$ cat src/rtl/calc_pkg.sv
// Shared calculator types: the BCD operand passed between keypad entry and the ALU.
package calc_pkg;
    localparam int NumDigits = 8;
    localparam int ExpW      = 3;

    typedef struct packed {
        logic                        error;
        logic                        sign;
        logic [ExpW-1:0]             exponent;
        logic [NumDigits-1:0][3:0]   sig;
    } num_t;
endpackage

$ cat src/rtl/num_entry_if.sv
// Key-event and operand handshakes between keypad, num_entry and the ALU.
interface num_entry_if;
    logic               key_valid_i;
    logic [3:0]         key_code_i;
    logic               key_ready_o;
    calc_pkg::num_t     disp_num_o;
    calc_pkg::num_t     num_o;
    logic               num_valid_o;
    logic               num_ready_i;

    modport master (
        output key_valid_i, key_code_i, num_ready_i,
        input  key_ready_o, disp_num_o, num_o, num_valid_o
    );
    modport slave (
        input  key_valid_i, key_code_i, num_ready_i,
        output key_ready_o, disp_num_o, num_o, num_valid_o
    );
endinterface

$ cat src/rtl/num_entry.sv
// Keypad operand entry: accumulates BCD digits, sign and exponent, then hands the
// finished operand to the ALU.
//   state   | meaning
//   EMPTY   | operand is zero, no digits entered
//   ENTRY   | at least one nonzero digit present
//   ERROR   | overflow, operand holds only the error flag
//   HOLD    | operand offered to the ALU, keys stalled
module num_entry #(
    parameter int NumDigits = calc_pkg::NumDigits,
    parameter int MaxExp    = 7
) (
    input  logic         clk_i,
    input  logic         rst_ni,
    num_entry_if.slave   bus
);
    typedef enum logic [1:0] {S_EMPTY, S_ENTRY, S_ERROR, S_HOLD} state_e;

    localparam logic [3:0]      KeyNeg  = 4'hA;
    localparam logic [3:0]      KeyClr  = 4'hB;
    localparam logic [3:0]      KeyBs   = 4'hC;
    localparam logic [3:0]      KeyEnt  = 4'hD;
    localparam int              CntW    = $clog2(NumDigits + 1);
    localparam int              ExpW    = calc_pkg::ExpW;
    localparam logic [CntW-1:0] CntFull = CntW'(NumDigits);
    localparam logic [ExpW-1:0] ExpMax  = ExpW'(MaxExp);

    state_e           state_q, state_d;
    calc_pkg::num_t   opnd_q, opnd_d;
    calc_pkg::num_t   out_q, out_d;
    logic [CntW-1:0]  cnt_q, cnt_d;

    always_ff @(posedge clk_i or negedge rst_ni) begin
        if (!rst_ni) begin
            state_q <= S_EMPTY;
            opnd_q  <= '0;
            out_q   <= '0;
            cnt_q   <= '0;
        end else begin
            state_q <= state_d;
            opnd_q  <= opnd_d;
            out_q   <= out_d;
            cnt_q   <= cnt_d;
        end
    end

    always_comb begin
        state_d = state_q;
        opnd_d  = opnd_q;
        out_d   = out_q;
        cnt_d   = cnt_q;
        if (state_q == S_HOLD) begin
            if (bus.num_ready_i) begin
                state_d = S_EMPTY;
                opnd_d  = '0;
                cnt_d   = '0;
            end
        end else if (bus.key_valid_i) begin
            case (bus.key_code_i)
                KeyNeg: if (state_q == S_ENTRY) opnd_d.sign = ~opnd_q.sign;
                KeyClr: begin
                    state_d = S_EMPTY;
                    opnd_d  = '0;
                    cnt_d   = '0;
                end
                KeyBs: if (state_q == S_ENTRY) begin
                    // Truncated digits are undone before real ones are removed.
                    if (opnd_q.exponent != '0) begin
                        opnd_d.exponent = opnd_q.exponent - ExpW'(1);
                    end else begin
                        opnd_d.sig = {4'h0, opnd_q.sig[NumDigits-1:1]};
                        cnt_d      = cnt_q - CntW'(1);
                        if (cnt_q == CntW'(1)) begin
                            opnd_d.sign = 1'b0;
                            state_d     = S_EMPTY;
                        end
                    end
                end
                KeyEnt: begin
                    out_d   = opnd_q;
                    state_d = S_HOLD;
                end
                default: if (bus.key_code_i <= 4'd9) begin
                    if (state_q == S_EMPTY) begin
                        if (bus.key_code_i != 4'd0) begin
                            opnd_d.sig[0] = bus.key_code_i;
                            cnt_d         = CntW'(1);
                            state_d       = S_ENTRY;
                        end
                    end else if (state_q == S_ENTRY) begin
                        if (cnt_q != CntFull) begin
                            opnd_d.sig = {opnd_q.sig[NumDigits-2:0], bus.key_code_i};
                            cnt_d      = cnt_q + CntW'(1);
                        end else if (opnd_q.exponent != ExpMax) begin
                            opnd_d.exponent = opnd_q.exponent + ExpW'(1);
                        end else begin
                            opnd_d       = '0;
                            opnd_d.error = 1'b1;
                            cnt_d        = '0;
                            state_d      = S_ERROR;
                        end
                    end
                end
            endcase
        end
    end

    assign bus.key_ready_o = (state_q != S_HOLD);
    assign bus.num_valid_o = (state_q == S_HOLD);
    assign bus.disp_num_o  = opnd_q;
    assign bus.num_o       = out_q;
endmodule

$ cat src/flat_wrapper.sv
// flat-port wrapper written by rule: the top's interface ports become plain ports
module num_entry_flat 
#(
    parameter int NumDigits = calc_pkg::NumDigits,
    parameter int MaxExp    = 7
)
  (clk_i, rst_ni, bus_key_valid_i, bus_key_code_i, bus_num_ready_i, bus_key_ready_o, bus_disp_num_o, bus_num_o, bus_num_valid_o);
  num_entry_if bus_i ();
  input  logic clk_i;
  input  logic rst_ni;
  input wire logic [$bits(bus_i.key_valid_i)-1:0] bus_key_valid_i;
  input wire logic [$bits(bus_i.key_code_i)-1:0] bus_key_code_i;
  input wire logic [$bits(bus_i.num_ready_i)-1:0] bus_num_ready_i;
  output wire logic [$bits(bus_i.key_ready_o)-1:0] bus_key_ready_o;
  output wire logic [$bits(bus_i.disp_num_o)-1:0] bus_disp_num_o;
  output wire logic [$bits(bus_i.num_o)-1:0] bus_num_o;
  output wire logic [$bits(bus_i.num_valid_o)-1:0] bus_num_valid_o;
  assign bus_i.key_valid_i = bus_key_valid_i;
  assign bus_i.key_code_i = bus_key_code_i;
  assign bus_i.num_ready_i = bus_num_ready_i;
  assign bus_key_ready_o = bus_i.key_ready_o;
  assign bus_disp_num_o = bus_i.disp_num_o;
  assign bus_num_o = bus_i.num_o;
  assign bus_num_valid_o = bus_i.num_valid_o;
  num_entry #(.NumDigits(NumDigits), .MaxExp(MaxExp)) u_core (.clk_i(clk_i), .rst_ni(rst_ni), .bus(bus_i));
endmodule
$ cat config.mk
export PLATFORM = sky130hd
export DESIGN_NAME = num_entry_flat
export DESIGN_NICKNAME = d
export VERILOG_FILES = /design/src/rtl/calc_pkg.sv /design/src/rtl/num_entry_if.sv /design/src/rtl/num_entry.sv /design/src/flat_wrapper.sv
export SDC_FILE = /design/constraint.sdc
export NUM_CORES = 1
export LEC_CHECK = 0
export ABC_AREA = 0
export CORE_MARGIN = 2
export CORE_UTILIZATION = 55
export CTS_BUF_LIST = sky130_fd_sc_hd__clkbuf_16
export DETAILED_ROUTE_END_ITERATION = 8
export PLACE_DENSITY = 0.84
export SLEW_MARGIN = 10
export SYNTH_ARGS = -nofsm -noshare
export SYNTH_HDL_FRONTEND = slang
export SYNTH_SLANG_ARGS = --single-unit
export TNS_END_PERCENT = 5
$ cat constraint.sdc
create_clock -name clk_i -period 3.95 [get_ports clk_i]
set_clock_uncertainty 0.1 [all_clocks]
set_input_delay 0.79 -clock clk_i [delete_from_list [all_inputs] [get_ports clk_i]]
set_output_delay 0.79 -clock clk_i [all_outputs]
set_load 0.02 [all_outputs]
# After elaboration in Yosys (flattened, before gate mapping)
# Index checks and enable logic that the tools add are counted.
dict set report op_classes {
  eq_ne 34
  n_lt_le_gt_ge 1
  n_reduce_logical 20
  bitwise_logic 2
  muxes 46
  add_sub_neg 4
}
# cell n
set op_table {}
lappend op_table {{37-bit two-way mux} 5}
lappend op_table {{35-bit case mux with 3 select lines} 1}
lappend op_table {{32-bit two-way mux} 3}
lappend op_table {{4-bit two-way mux} 13}
lappend op_table {{36-bit two-way mux} 1}
lappend op_table {{33-bit two-way mux} 1}
lappend op_table {{9-bit AND reduction} 3}
lappend op_table {{2-bit two-way mux} 12}
lappend op_table {{5-bit != test, second input constant} 4}
lappend op_table {{4-bit equality test, second input constant} 4}
lappend op_table {{3-bit != test, second input constant} 5}
lappend op_table {{5-bit nonzero test} 3}
lappend op_table {{3-bit by 2-bit != test with 1-bit output, second input constant} 4}
lappend op_table {{4-bit != test, second input constant} 3}
lappend op_table {{6-bit by 5-bit != test with 1-bit output, second input constant} 2}
lappend op_table {{4-bit case mux with 3 select lines} 1}
lappend op_table {{12-bit AND reduction} 1}
lappend op_table {{4-bit nonzero test} 3}
lappend op_table {{11-bit AND reduction} 1}
lappend op_table {{3-bit nonzero test} 3}
lappend op_table {{2-bit != test, second input constant} 4}
lappend op_table {{2-bit case mux with 4 select lines} 1}
lappend op_table {{8-bit AND reduction} 1}
lappend op_table {{3-bit two-way mux} 2}
lappend op_table {{22 further kinds} 26}
dict set report totals {
  register_bits 80
  elab_cells 131
  output_inout_bits 76
  input_bits 8
}

# Longest topological paths before layout
# Gate-level depths: netlist of the first run.
dict set report logic_depth {
  depth_word 9
  depth_mapped 9
  ltp_nobuf 8
}

# Least setup slack after synthesis of the first run
# OpenSTA, ideal clock, no wires.
dict set report synth_timing {
  path_type {input-to-reg}
  from {in bus_key_code_i[2]}
  to {reg u_core.opnd_q (netlist bit u_core.bus.disp_num_o[33])}
  setup_ns 0.125
  n_path_buf 3
  required_ns 3.725
  cell_stages 7
  path_slack_ns 1.425
  t_arrival_ns 2.300
  path_cell_list {buf_2 > and4bb_1 > buf_4 > nor4_1 > buf_2 > nand3b_1 > mux2_2}
}
dict set report synth_between {
  elab_chain_len 5
  word_cells_on_any_way 17
}
# element line_no
set synth_rtl {}
lappend synth_rtl {{start, declared} flat_wrapper.sv:12} ;# input wire logic [$bits(bus_i.key_code_i)-1:0] bus_key_code_i;
lappend synth_rtl {{branches (longest 5 deep; another with 4-bit less-or-equal comparator)} --}
lappend synth_rtl {{end signal, assigned} num_entry.sv:40} ;# opnd_q <= opnd_d;
lappend synth_rtl {{end, declared} num_entry.sv:28} ;# calc_pkg::num_t opnd_q, opnd_d;
# Parallel ways; which one is timed is not known. The select of a mux whose other input is x is not followed.
# A chain may end at the register's enable or synchronous reset.

# Worst setup path after layout of the first run
dict set report layout_timing {
  from {in bus_key_code_i[1]}
  to {reg u_core.opnd_q (netlist bit u_core.bus.disp_num_o[9])}
}
# The elaborated chain is that of the path after synthesis.

==> results of run 1 <==
==> sequential cells by signal, indices dropped and copies added (netlist names) <==
register               flops
u_core.cnt_q               4
u_core.bus.num_o          37
u_core.bus.disp_num_o     37
u_core.state_q             2
==> through the flow <==
stage	utilization, %	setup WS, ns
after floorplan	-	1.43
after global placement	67.7	0.570
after detailed placement	67.7	0.464
after CTS	72.2	0.781
after global routing	72.2	0.633
final	72.2	0.744
==> power by group through the flow <==
| stage | Clock, mW | Combinational [mW] | Sequential (mW) |
|---|---|---|---|
| 6_report | 0.943 | 2.21 | 1.47 |
| 5_1_grt | 0.988 | 2.35 | 1.52 |
| 4_1_cts | 0.953 | 2.21 | 1.47 |
| 3_5_place_dp | 0 | 2.18 | 1.48 |
| 3_3_place_gp | 0 | 2.14 | 1.46 |
| 2_1_floorplan | 0 | 1.03 | 1.70 |
==> worst paths after layout <==
check / slack (ns) / endpoint / start
worst max-delay path: 0.74 / u_core.bus.disp_num_o[9] / bus_key_code_i[1]
worst min-delay path: 0.38 / u_core.bus.num_o[32] / u_core.bus.num_o[32]
worst max register to register: 1.09 / u_core.bus.num_o[1] / u_core.state_q[0]
worst min register to register: 0.38 / u_core.bus.num_o[32] / u_core.bus.num_o[32]
max in group asynchronous: 2.58 / u_core.bus.disp_num_o[9] / rst_ni
min in group asynchronous: 0.51 / u_core.bus.num_o[25] / rst_ni
==> critical path, stage by stage <==
cell	delay [ns]
clkdlybuf4s50_1	0.67
and4bb_1	0.67
nor2_4	0.12
a31oi_4	0.23
nand4_4	0.26
buf_12	0.27
mux2_4	0.31
==> cells in the final DEF (no fill, tap or decap), types with 2 or more instances in the layout <==
cell,synthesis,routed
o21ai_0,22,22
and3_1,3,3
a22o_1,12,12
and3b_1,3,3
buf_4,2,12
nand2b_1,2,2
clkbuf_16,0,9
clkdlybuf4s50_1,0,82
clkinv_4,0,2
a32oi_1,3,3
a31oi_1,5,5
nand3_1,12,12
dfrtp_1,80,80
xnor2_1,2,2
mux2i_1,11,11
nand4b_1,2,2
nor4_1,3,2
o31ai_1,2,2
ha_1,7,7
inv_1,16,16
bufinv_16,0,3
mux2_2,45,45
nor3_1,6,6
nand3b_1,2,2
nor2b_1,2,2
a21oi_1,20,20
a211oi_1,2,2
nand2_1,32,32
mux2_4,16,16
a32o_1,3,3
o211ai_1,3,3
nor2_1,15,15
==> Yosys cell counts, drive strengths merged, types with 2 or more instances <==
| cell type | n | area share (%) |
|---|---|---|
| clkbuf | 7 | 0.65 |
| mux2i | 11 | 2.6 |
| a22o | 12 | 2.5 |
| a211oi | 2 | 0.35 |
| buf | 22 | 3.1 |
| nand3 | 12 | 1.4 |
| o31ai | 2 | 0.35 |
| and3b | 3 | 0.62 |
| mux2 | 62 | 18 |
| and3 | 3 | 0.44 |
| nor3 | 6 | 0.71 |
| nand4 | 2 | 0.65 |
| xnor2 | 2 | 0.41 |
| nand2b | 2 | 0.29 |
| o21ai | 22 | 2.6 |
| o211ai | 3 | 0.53 |
| dfrtp | 80 | 47 |
| a31oi | 6 | 1.2 |
| nor2b | 2 | 0.29 |
| nand2 | 32 | 2.8 |
| nor2 | 16 | 1.6 |
| inv | 16 | 1.4 |
| nor4 | 3 | 0.44 |
| nand3b | 2 | 0.35 |
| a32oi | 3 | 0.62 |
| a21oi | 20 | 2.4 |
| ha | 7 | 2.1 |
| nand4b | 2 | 0.41 |
| a32o | 3 | 0.71 |
==> cells by family after synthesis <==
kind of cell | after synthesis | share of synthesized area [%]
buffers and inverters | 45 | 5.18
xor gates and xnor gates | 3 | 0.619
DFF | 80 | 47.1
muxes | 73 | 20.4
AOI/OAI and AO/OA | 82 | 13.0
and+or+nand+nor | 92 | 11.5
adders and majority gates | 7 | 2.06
==> routing by layer <==
layer	track usage (%)	up-vias	routed length [um]
li1	-	1542	-
met1	37.8	1637	4800
met2	39.1	122	4980
met3	3.45	14	591
met4	10.6	0	165
met5	0	-	0
==> cell type report <==
type | count | share of cell area [%]
multi-input cells | 257 | 37.0
flip-flops and latches | 80 | 36.4
repair buffers | 95 | 16.9
clock buffers | 9 | 4.10
well taps | 102 | 2.32
clock inverters | 6 | 2.12
inverters | 16 | 1.09
==> impl_results.md, run 1 <==
- Outcome: completed
- Static leakage: 2.50 nW
- CP Max Fanout: 20
- DR vias: 3315
- Post-route DRC violation count: 0
- Power Dens Cells: 842 mW/mm^2
- DR pass1 iterations: 4
- Max cap viols: 0
- Core area: 0.00761 mm^2
- Max Clock Freq: 312 MHz
- Routed wire per std cell: 18.6 um
- Final setup vio count: 0
- WP data arrival: 3.32 ns
- Layout area overhead: 29.3%
- Cells on worst reg2reg path: 4
- RSZ-0062 raised after global routing: no
- # IOs: 84
- Post-synth EDFFs: 0
- Row count: 32
- Mapped Cells: 382
- Netlist cell types: 55
- Cells on Worst Hold Path: 2
- Setup TNS: 0 ns
- Final WL: 10.5 mm
- Worst path required time: 4.06 ns
- Switching share of power: 38.1%
- Minimum clock period: 3.21 ns
- Max clock buf depth: 2
- Crit. End Element: flip-flop
- Logic pwr share: 47.8%
- WHS: 0.379 ns
- Die width: 91.9 um
- Post-CTS setup buffer count: 0
- Largest net degree at the start of global routing: 81
- Reg area: 0.00200 mm^2
- GRT overflow: 0
- GPL Wtd Cong: 0.806
- Async set-or-reset flop fraction in the synthesized netlist: 100%
- Area post-placement: 0.00515 mm^2
- Via density: 5.87
- Diodes inserted: 0
- Root buffer cell: clkbuf_16
- I/O Buffers: 83
- Initial core utilization: 55.8%
- Die area: 0.00844 mm^2
- Hpwl dp: 7.08 mm
- Post-layout net count: 474
- Syn_nets: 397
- Startpoint types: input pin
- Maximum VDD drop: 0.546 mV
- Initial DRC Count: 275
- Hold Fails Final Rpt: 0
- Main synth FF type: dfrtp_1
- Initial antenna violation count: 0
- Net Sw Power: 1.76 mW
- Worst-skew pair later-pin latency: 0.33 ns
- Synth warnings: 0
- Post-Place Cells: 550
- Worst-Margin Slew: 1.07 ns
- Number of global-route vias before repair: 3369
- Syn Area/Cell: 11.1 um^2
- Chip height: 91.9 um
- Cell area after synthesis: 0.00425 mm^2
- Routed Antenna Nets: 0
- Max-slew headroom: 28.5%
- Cell area after layout: 0.00549 mm^2
- First-pass GRT wire length: 17.2 mm
- Post-synthesis register bit count: 80
- Max H-tree Level: 3
- Power, Total: 4.62 mW
- Int Pwr: 2.86 mW
- WS Path Type: input pin to flip-flop
- CTS tree: done
- CTS Buf Count: 9
- Sequential share of the synthesized area: 47.1%
- Hold_buf cts: 0
- Clock sink count: 80
- Fillcell total: 522
- Multi-input logic area: 0.00203 mm^2
- GRT Total Usage: 25.8%
- Layout cells sized above 1: 20.7%
- Slew Limit Fails: 0
- Clk slew on worst S/H paths: 0.06 ns
- Final worst-path cycle share: 81.2%
- Layout Cells excl Fill: 565
- Cts repair resizes: 0
- Seq pwr share: 31.8%
- Clock power frac: 20.4%
- Min-Delay Path Class: flip-flop to flip-flop
(Power assumes the default switching activity.)
==> inputs of run 2 (changes only) <==
--- a/config.mk
+++ b/config.mk
@@ -7,10 +7,10 @@
 export LEC_CHECK = 0
 export ABC_AREA = 0
 export CORE_MARGIN = 2
-export CORE_UTILIZATION = 55
+export CORE_UTILIZATION = 47
 export CTS_BUF_LIST = sky130_fd_sc_hd__clkbuf_16
 export DETAILED_ROUTE_END_ITERATION = 8
-export PLACE_DENSITY = 0.84
+export PLACE_DENSITY = 0.77
 export SLEW_MARGIN = 10
 export SYNTH_ARGS = -nofsm -noshare
 export SYNTH_HDL_FRONTEND = slang
==> constraint.sdc (replaced) <==
create_clock -name clk_i -period 2.85 [get_ports clk_i]
set_clock_uncertainty 0.1 [all_clocks]
set_input_delay 0.57 -clock clk_i [delete_from_list [all_inputs] [get_ports clk_i]]
set_output_delay 0.57 -clock clk_i [all_outputs]
set_load 0.02 [all_outputs]
==> impl_results.md, run 2 (synthesis gave the netlist of run 1 again) <==
- Largest net degree at the start of global routing: 46
- Initial DRC Count: 201
- Cts repair resizes: 0
- First-pass GRT wire length: 19.0 mm
- Routed wire per std cell: 19.1 um
- Root buffer cell: clkbuf_16
- WS Path Type: input pin to flip-flop
- Max clock buf depth: 2
- Final setup vio count: 0
- Hold_buf cts: 0
- Row count: 34
- Die width: 99.1 um
- Most common cell after layout, fill and taps aside: clkdlybuf4s50_1
- Startpoint types: input pin
- Layout cells sized above 1: 25.7%
- Core area: 0.00876 mm^2
- Worst path required time: 3.02 ns
- Min-Delay Path Class: input pin to async pin
- # IOs: 84
- Die area: 0.00981 mm^2
- Post-layout net count: 504
- Hpwl dp: 8.11 mm
- Worst-Margin Slew: 0.780 ns
- GRT overflow: 0
- Final worst-path cycle share: 91.3%
- Initial core utilization: 48.5%
- Via density: 5.74
- Maximum VDD drop: 0.577 mV
- Max H-tree Level: 3
- Post-CTS setup buffer count: 0
- Most frequent cells in the layout: clkdlybuf4s50_1 (82), dfrtp_1 (80), mux2_2 (45)
- Diodes inserted: 0
- Hold Fails Final Rpt: 0
- Final core utilization: 65.1%
- Number of global-route vias before repair: 3641
- Minimum clock period: 2.60 ns
- DR pass1 iterations: 4
- Initial antenna violation count: 0
- DR vias: 3458
- Chip height: 99.1 um
- CTS Buf Count: 9
- WP data arrival: 2.77 ns
- Static leakage: 2.63 nW
- GRT Total Usage: 24.4%
- Layout area overhead: 34.4%
- CP Max Fanout: 10
- Outcome: completed
- Clock sink count: 80
- Post-route DRC violation count: 0
- Power Dens Cells: 1110 mW/mm^2
- Post-Place Cells: 586
- I/O Buffers: 83
- Final WL: 11.5 mm
- Clk slew on worst S/H paths: 0.06 ns
- Routed Antenna Nets: 0
- RSZ-0062 raised after global routing: no
- CTS tree: done
- Max cap viols: 0
- Slew Limit Fails: 0
- Max Clock Freq: 384 MHz
- Post-route setup slack: 0.248 ns
- Fillcell total: 697
- Layout Cells excl Fill: 602
- GPL Wtd Cong: 0.972
- Worst-skew pair later-pin latency: 0.33 ns
- Pre-CTS WS: -0.140 ns
- Max-slew headroom: 47.9%
- Crit. End Element: flip-flop
## run 2: layout make-up
cell class,count,area [um^2],share of cell area [%]
clock buffers,9,225,3.94
inverters,16,60.1,1.05
well taps,108,135,2.37
repair buffers,125,1180,20.7
multi-input cells,257,2030,35.6
clock inverters,7,71.3,1.25
flip-flops and latches,80,2000,35.1
## run 2: critical path, cell delays in order
cell and delay (ns):
clkdlybuf4s50_1 0.47, buf_4 0.17, and4b_1 0.23, buf_4 0.17, nor2_1 0.59, nand3_1 0.18
a21oi_1 0.22, mux2_4 0.17
## run 2: where the power goes
group	switching, mW	total, mW	internal (mW)
clock network	0.469	1.15	0.678
logic	1.58	3.22	1.65
registers	0.425	1.99	1.56
total	2.47	6.35	3.88
## run 2: routing by layer
layer,global-route usage (%),routed length (um),share of wire (%)
met3,6.31,773,6.7
met5,0,0,0
met2,39.2,5470,48
met4,5.37,79,0.69
met1,33.4,5180,45
## run 2: path summary, 6_finish.rpt
kind | slack, ns | end | start | cells past startpoint
min | 0.12 | u_core.state_q[0] | rst_ni | 1
max in group asynchronous | 1.88 | u_core.bus.disp_num_o[27] | rst_ni | 2
min in group clk_i | 0.38 | u_core.bus.num_o[32] | u_core.bus.num_o[32] | 2
max | 0.25 | u_core.bus.disp_num_o[5] | bus_key_code_i[1] | 8
max reg2reg | 0.39 | u_core.bus.disp_num_o[5] | u_core.cnt_q[0] | 7
min reg2reg | 0.38 | u_core.bus.num_o[32] | u_core.bus.num_o[32] | 2
## run 2: metrics by stage
stage                     instance area [um^2]  hold WS, ns  power, mW  TNS, ns
after global placement                    5410        0.362       5.11  -0.0651
after global routing                      5710        0.166       6.72        0
after detailed placement                  5410        0.370       5.21   -0.240
after floorplan                           4250        0.174       3.78        0
after CTS                                 5710        0.141       6.38        0
final                                     5710        0.121       6.35        0
==> inputs of run 3 (changes only) <==
--- a/config.mk
+++ b/config.mk
@@ -11,6 +11,7 @@
 export CTS_BUF_LIST = sky130_fd_sc_hd__clkbuf_16
 export DETAILED_ROUTE_END_ITERATION = 8
 export PLACE_DENSITY = 0.77
+export REMOVE_ABC_BUFFERS = 1
 export SLEW_MARGIN = 10
 export SYNTH_ARGS = -nofsm -noshare
 export SYNTH_HDL_FRONTEND = slang
==> impl_results.md, run 3 (synthesis gave the netlist of run 1 again) <==
- Outcome: completed
- I/O Buffers: 83
- Cell chain of the critical path: clkdlybuf4s50_1 > nor2b_1 > a31o_2 > nor2_1 > and3_1 > mux2_2
- CTS Buf Count: 9
- CTS tree: done
- Layout area overhead: 37.3%
- GRT overflow: 0
- Net Sw Power: 2.41 mW
- Largest net degree at the start of global routing: 42
- Die width: 99.1 um
- Multi-input logic area: 0.00203 mm^2
- # IOs: 84
- Diodes inserted: 0
- Seq pwr share: 30.4%
- Post-CTS setup buffer count: 0
- Initial core utilization: 48.5%
- RSZ-0062 raised after global routing: no
- GPL Wtd Cong: 0.836
- Switching share of power: 37.2%
- Static leakage: 2.70 nW
- Cts repair resizes: 0
- Crit. End Element: flip-flop
- Max H-tree Level: 3
- Max cap viols: 0
- Final WL: 10.6 mm
- Worst path required time: 2.96 ns
- Post-Place Cells: 593
- WS Path Type: input pin to flip-flop
- Int Pwr: 4.07 mW
- Chip height: 99.1 um
- Most frequent cells in the layout: clkdlybuf4s50_1 (82), dfrtp_1 (80), mux2_2 (45), buf_4 (45), nand2_1 (32)
- Worst-skew pair later-pin latency: 0.33 ns
- Most common cell after layout, fill and taps aside: clkdlybuf4s50_1
- Minimum clock period: 2.59 ns
- CP Max Fanout: 8
- Initial antenna violation count: 0
- Power, Total: 6.48 mW
- Max Clock Freq: 386 MHz
- WP data arrival: 2.71 ns
- Worst-Margin Slew: 0.848 ns
- Final worst-path cycle share: 91.0%
- Clock power frac: 20.5%
- Logic pwr share: 49.1%
- Root buffer cell: clkbuf_16
- Max-slew headroom: 43.3%
- Number of global-route vias before repair: 3492
- First-pass GRT wire length: 17.9 mm
- Worst path max stage delay: 0.55 ns
- Core area: 0.00876 mm^2
- Hold_buf cts: 0
- Layout Cells excl Fill: 609
- Die area: 0.00981 mm^2
- Row count: 34
- Slew Limit Fails: 0
- Reg area: 0.00200 mm^2
- Power Dens Cells: 1110 mW/mm^2
- Routed wire per std cell: 17.4 um
- Clk slew on worst S/H paths: 0.06 ns
- Final setup vio count: 0
- Hold Fails Final Rpt: 0
- Maximum VDD drop: 0.521 mV
- Initial DRC Count: 161
- DR pass1 iterations: 4
- Post-layout net count: 511
- DR vias: 3445
- Hpwl dp: 7.59 mm
- Clock sink count: 80
- Post-route DRC violation count: 0
- Slowest cell on crit path: clkdlybuf4s50_1
- Fillcell total: 674
- Routed Antenna Nets: 0
- GRT Total Usage: 22.7%
- Max clock buf depth: 2
- Min-Delay Path Class: input pin to async pin
- Via density: 5.66
- Startpoint types: input pin
- Layout cells sized above 1: 26.5%
run 3: metrics by stage:
stage / hold WS, ns / TNS (ns) / utilization [%] / setup slack, ns / instance area, um^2
3_5_place_dp: 0.369 / -0.530 / 62.6 / -0.111 / 5490
6_report: 0.101 / 0 / 66.5 / 0.256 / 5830
4_1_cts: 0.125 / 0 / 66.5 / 0.244 / 5830
2_1_floorplan: 0.174 / -17.69 / - / -0.833 / 4090
3_3_place_gp: 0.361 / -0.264 / 62.6 / -0.0530 / 5490
5_1_grt: 0.144 / 0 / 66.5 / 0.145 / 5830
run 3: layout make-up:
type                       instances  area share, %
clock buffer                       9           3.86
clock inverter                     7           2.04
inverter                          16           1.03
multi-input combinational        257           34.8
sequential                        80           34.3
tap                              108           2.32
timing repair buffer             132           21.6
run 3: worst max-delay path, delay by kind of cell:
kind / cells / cell delay [ns]
AO/OA/AOI/OAI: 1 / 0.28
buffers and inverters: 1 / 0.55
multiplexers: 1 / 0.39
AND/OR/NAND/NOR: 3 / 0.92
run 3: path summary, 6_finish.rpt:
path	startpoint	slack, ns	endpoint	depth (start not counted)
max	bus_key_code_i[1]	0.26	u_core.bus.disp_num_o[3]	6
min	rst_ni	0.10	u_core.bus.num_o[34]	1
max reg2reg	u_core.cnt_q[0]	0.33	u_core.bus.disp_num_o[25]	7
min reg2reg	u_core.bus.num_o[32]	0.38	u_core.bus.num_o[32]	2
max in group asynchronous	rst_ni	1.92	u_core.bus.disp_num_o[15]	2
min in group clk_i	u_core.bus.num_o[32]	0.38	u_core.bus.num_o[32]	2
run 3: routing by layer:
| metal | vias to the layer above | share of wire (%) | GRT usage [%] |
|---|---|---|---|
| met4 | 0 | 0.77 | 5.16 |
| met1 | 1696 | 44 | 31.2 |
| li1 | 1619 | - | - |
| met3 | 9 | 6.2 | 5.25 |
| met2 | 121 | 49 | 37.1 |
| met5 | - | 0 | 0 |
run 3: power groups by stage:
stage / logic [mW] / registers, mW / clock network, mW
after CTS: 3.21 / 1.97 / 1.35
after global placement: 3.12 / 1.96 / 0
after floorplan: 1.34 / 2.43 / 0
after detailed placement: 3.18 / 1.98 / 0
final: 3.18 / 1.97 / 1.33
after global routing: 3.41 / 2.04 / 1.40
==> patch: new RTL, config.mk and constraints of run 3 <==
Change the package constant `NumDigits` from 8 to 4.
--- a/src/rtl/calc_pkg.sv
+++ b/src/rtl/calc_pkg.sv
@@ -2,3 +2,3 @@
 package calc_pkg;
-    localparam int NumDigits = 8;
+    localparam int NumDigits = 4;
     localparam int ExpW      = 3;
Ports: changed (resized bus_disp_num_o and bus_num_o); port bits go from 84 to 52. The function was not compared with the original's and may differ.
==> patch against run 3 <==
Sequential cell count fell by 33. Combinational power fell by 39%. Routed wire length fell by 42%. Sequential share of layout area fell by 0.49 points. Design area fell by 40%. Power fell by 43%. Register-to-register slack improved by 0.16 ns. Critical path depth rose by 1. Setup slack improved by 0.062 ns. Area after synthesis fell by 38%. Critical endpoint unchanged.
==> patch: results (changes against run 3) <==
| Metric | Value |
|---|---|
| Area post-placement | `3330 um^2 (-39%)` |
| Gr usage total | `20.9% (-1.9 points)` |
| Reg-to-reg startpoint | `u_core.bus.disp_num_o[16]` |
| Peak supply drop | `0.824 mV (+58%)` |
| Min Hold Slack | `0.152 ns (+0.0515 ns)` |
| Top cells by area, synth | `dfrtp_1 45%, mux2_2 13%, nand2_1 4.8%` |
| TritonCTS buffer count | `5 (-4)` |
| Metal-1 WL | `2.78 mm (-41%)` |
| Leak | `1.60 nW (-41%)` |
| WL met2 | `2.92 mm (-44%)` |
| Pre-CTS WS | `0.0474 ns (+0.158 ns)` |
| R2R Setup Slk | `0.49 ns (+0.16 ns)` |
| Clk_lat worst skew | `0.28 ns (-0.05 ns)` |
| Routed wire per std cell | `15.4 um (-12%)` |
| Pre-Repair DR Iteration Count | `5 (+1)` |
| R2R Path End | `u_core.state_q[1]` |
| PostCTS Resize Cnt | `0 (unchanged)` |
| Outcome | `finished clean` |
| Synth cell count leaders | `47 x dfrtp_1, 34 x nand2_1, 30 x mux2_2` |
| Largest delay contributor family on the critical path | `buffers and inverters` |
| Largest net degree at the start of global routing | `29 (-31%)` |
| Port Buffers | `51 (-39%)` |
| Register area share after synthesis | `44.5% (-2.6 points)` |
| Met3 WL | `389 um (-41%)` |
| Synth cell types | `52 (-5.5%)` |
| DP HPWL | `4.60 mm (-39%)` |
| WP data arrival | `2.60 ns (-0.11 ns)` |
| DRT iter0 DRCs | `211 (+31%)` |
| Vias per inst | `5.48 (-3.2%)` |
| Share of cells above drive strength 1 | `20.3% (-6.2 points)` |
| Vias in the first global route | `2211 (-37%)` |
| H-tree depth | `2 (-1)` |
| Global-route wire length before repair | `10.3 mm (-42%)` |
| Worst relative slew slack | `63.7% (+20 points)` |
| GP Congestion | `1.01 (+21%)` |
| Nets@finish | `340 (-33%)` |
| Cell count of the worst reg-to-reg path | `8 (+1)` |
-- patch: worst max path at each step --
stage	start	end	slack (ns)	cells after the start
2_1_floorplan	u_core.state_q[0]	u_core.bus.disp_num_o[10]	0.17	6
6_report	bus_key_code_i[0]	u_core.bus.disp_num_o[3]	0.32	7
4_1_cts	bus_key_code_i[0]	u_core.bus.disp_num_o[3]	0.34	7
5_1_grt	bus_key_code_i[0]	u_core.bus.disp_num_o[4]	0.25	7
3_3_place_gp	bus_key_code_i[0]	u_core.cnt_q[1]	0.11	7
3_5_place_dp	bus_key_code_i[0]	u_core.bus.disp_num_o[3]	0.05	7
-- patch: power by group through the flow --
stage               logic [mW]  clock network [mW]  registers [mW]
finish                    1.93               0.561            1.19
global route              2.10               0.617            1.24
CTS                       1.94               0.572            1.20
detailed placement        1.94                   0            1.21
global placement          1.88                   0            1.19
floorplan                0.773                   0            1.49
-- patch: routing by layer --
metal | up-vias | GRT usage [%]
li1 | 1062 | -
met1 | 1035 | 28.8
met5 | - | 0
met3 | 4 | 3.75
met4 | 0 | 4.83
met2 | 74 | 34.5
-- patch: kinds of logic (layout without fill, tap and decap cells) --
logic type / Yosys count / after routing / share of synthesized area, %
flip-flops: 47 / 47 / 44.5
adder cells (fa/ha/maj): 9 / 9 / 4.17
AND/OR/NAND/NOR: 74 / 74 / 15.0
AO/OA/AOI/OAI: 61 / 61 / 14.7
buffers and inverters: 27 / 94 / 5.02
XOR/XNOR: 1 / 1 / 0.332
multiplexers: 39 / 39 / 16.2
-- patch: metrics by stage --
step                instances  util (%)
floorplan                 244         -
global placement          389      60.9
detailed placement        389      60.9
CTS                       397      63.5
global route              397      63.5
finish                    397      63.5
-- patch: cell type report --
cell class                 count  area (um^2)
fill                         473         2000
multi-input combinational    184         1330
sequential                    47         1180
timing repair buffer          73          683
clock buffer                   5          125
tap                           72         90.1
inverter                      13         50.0
clock inverter                 3         20.0
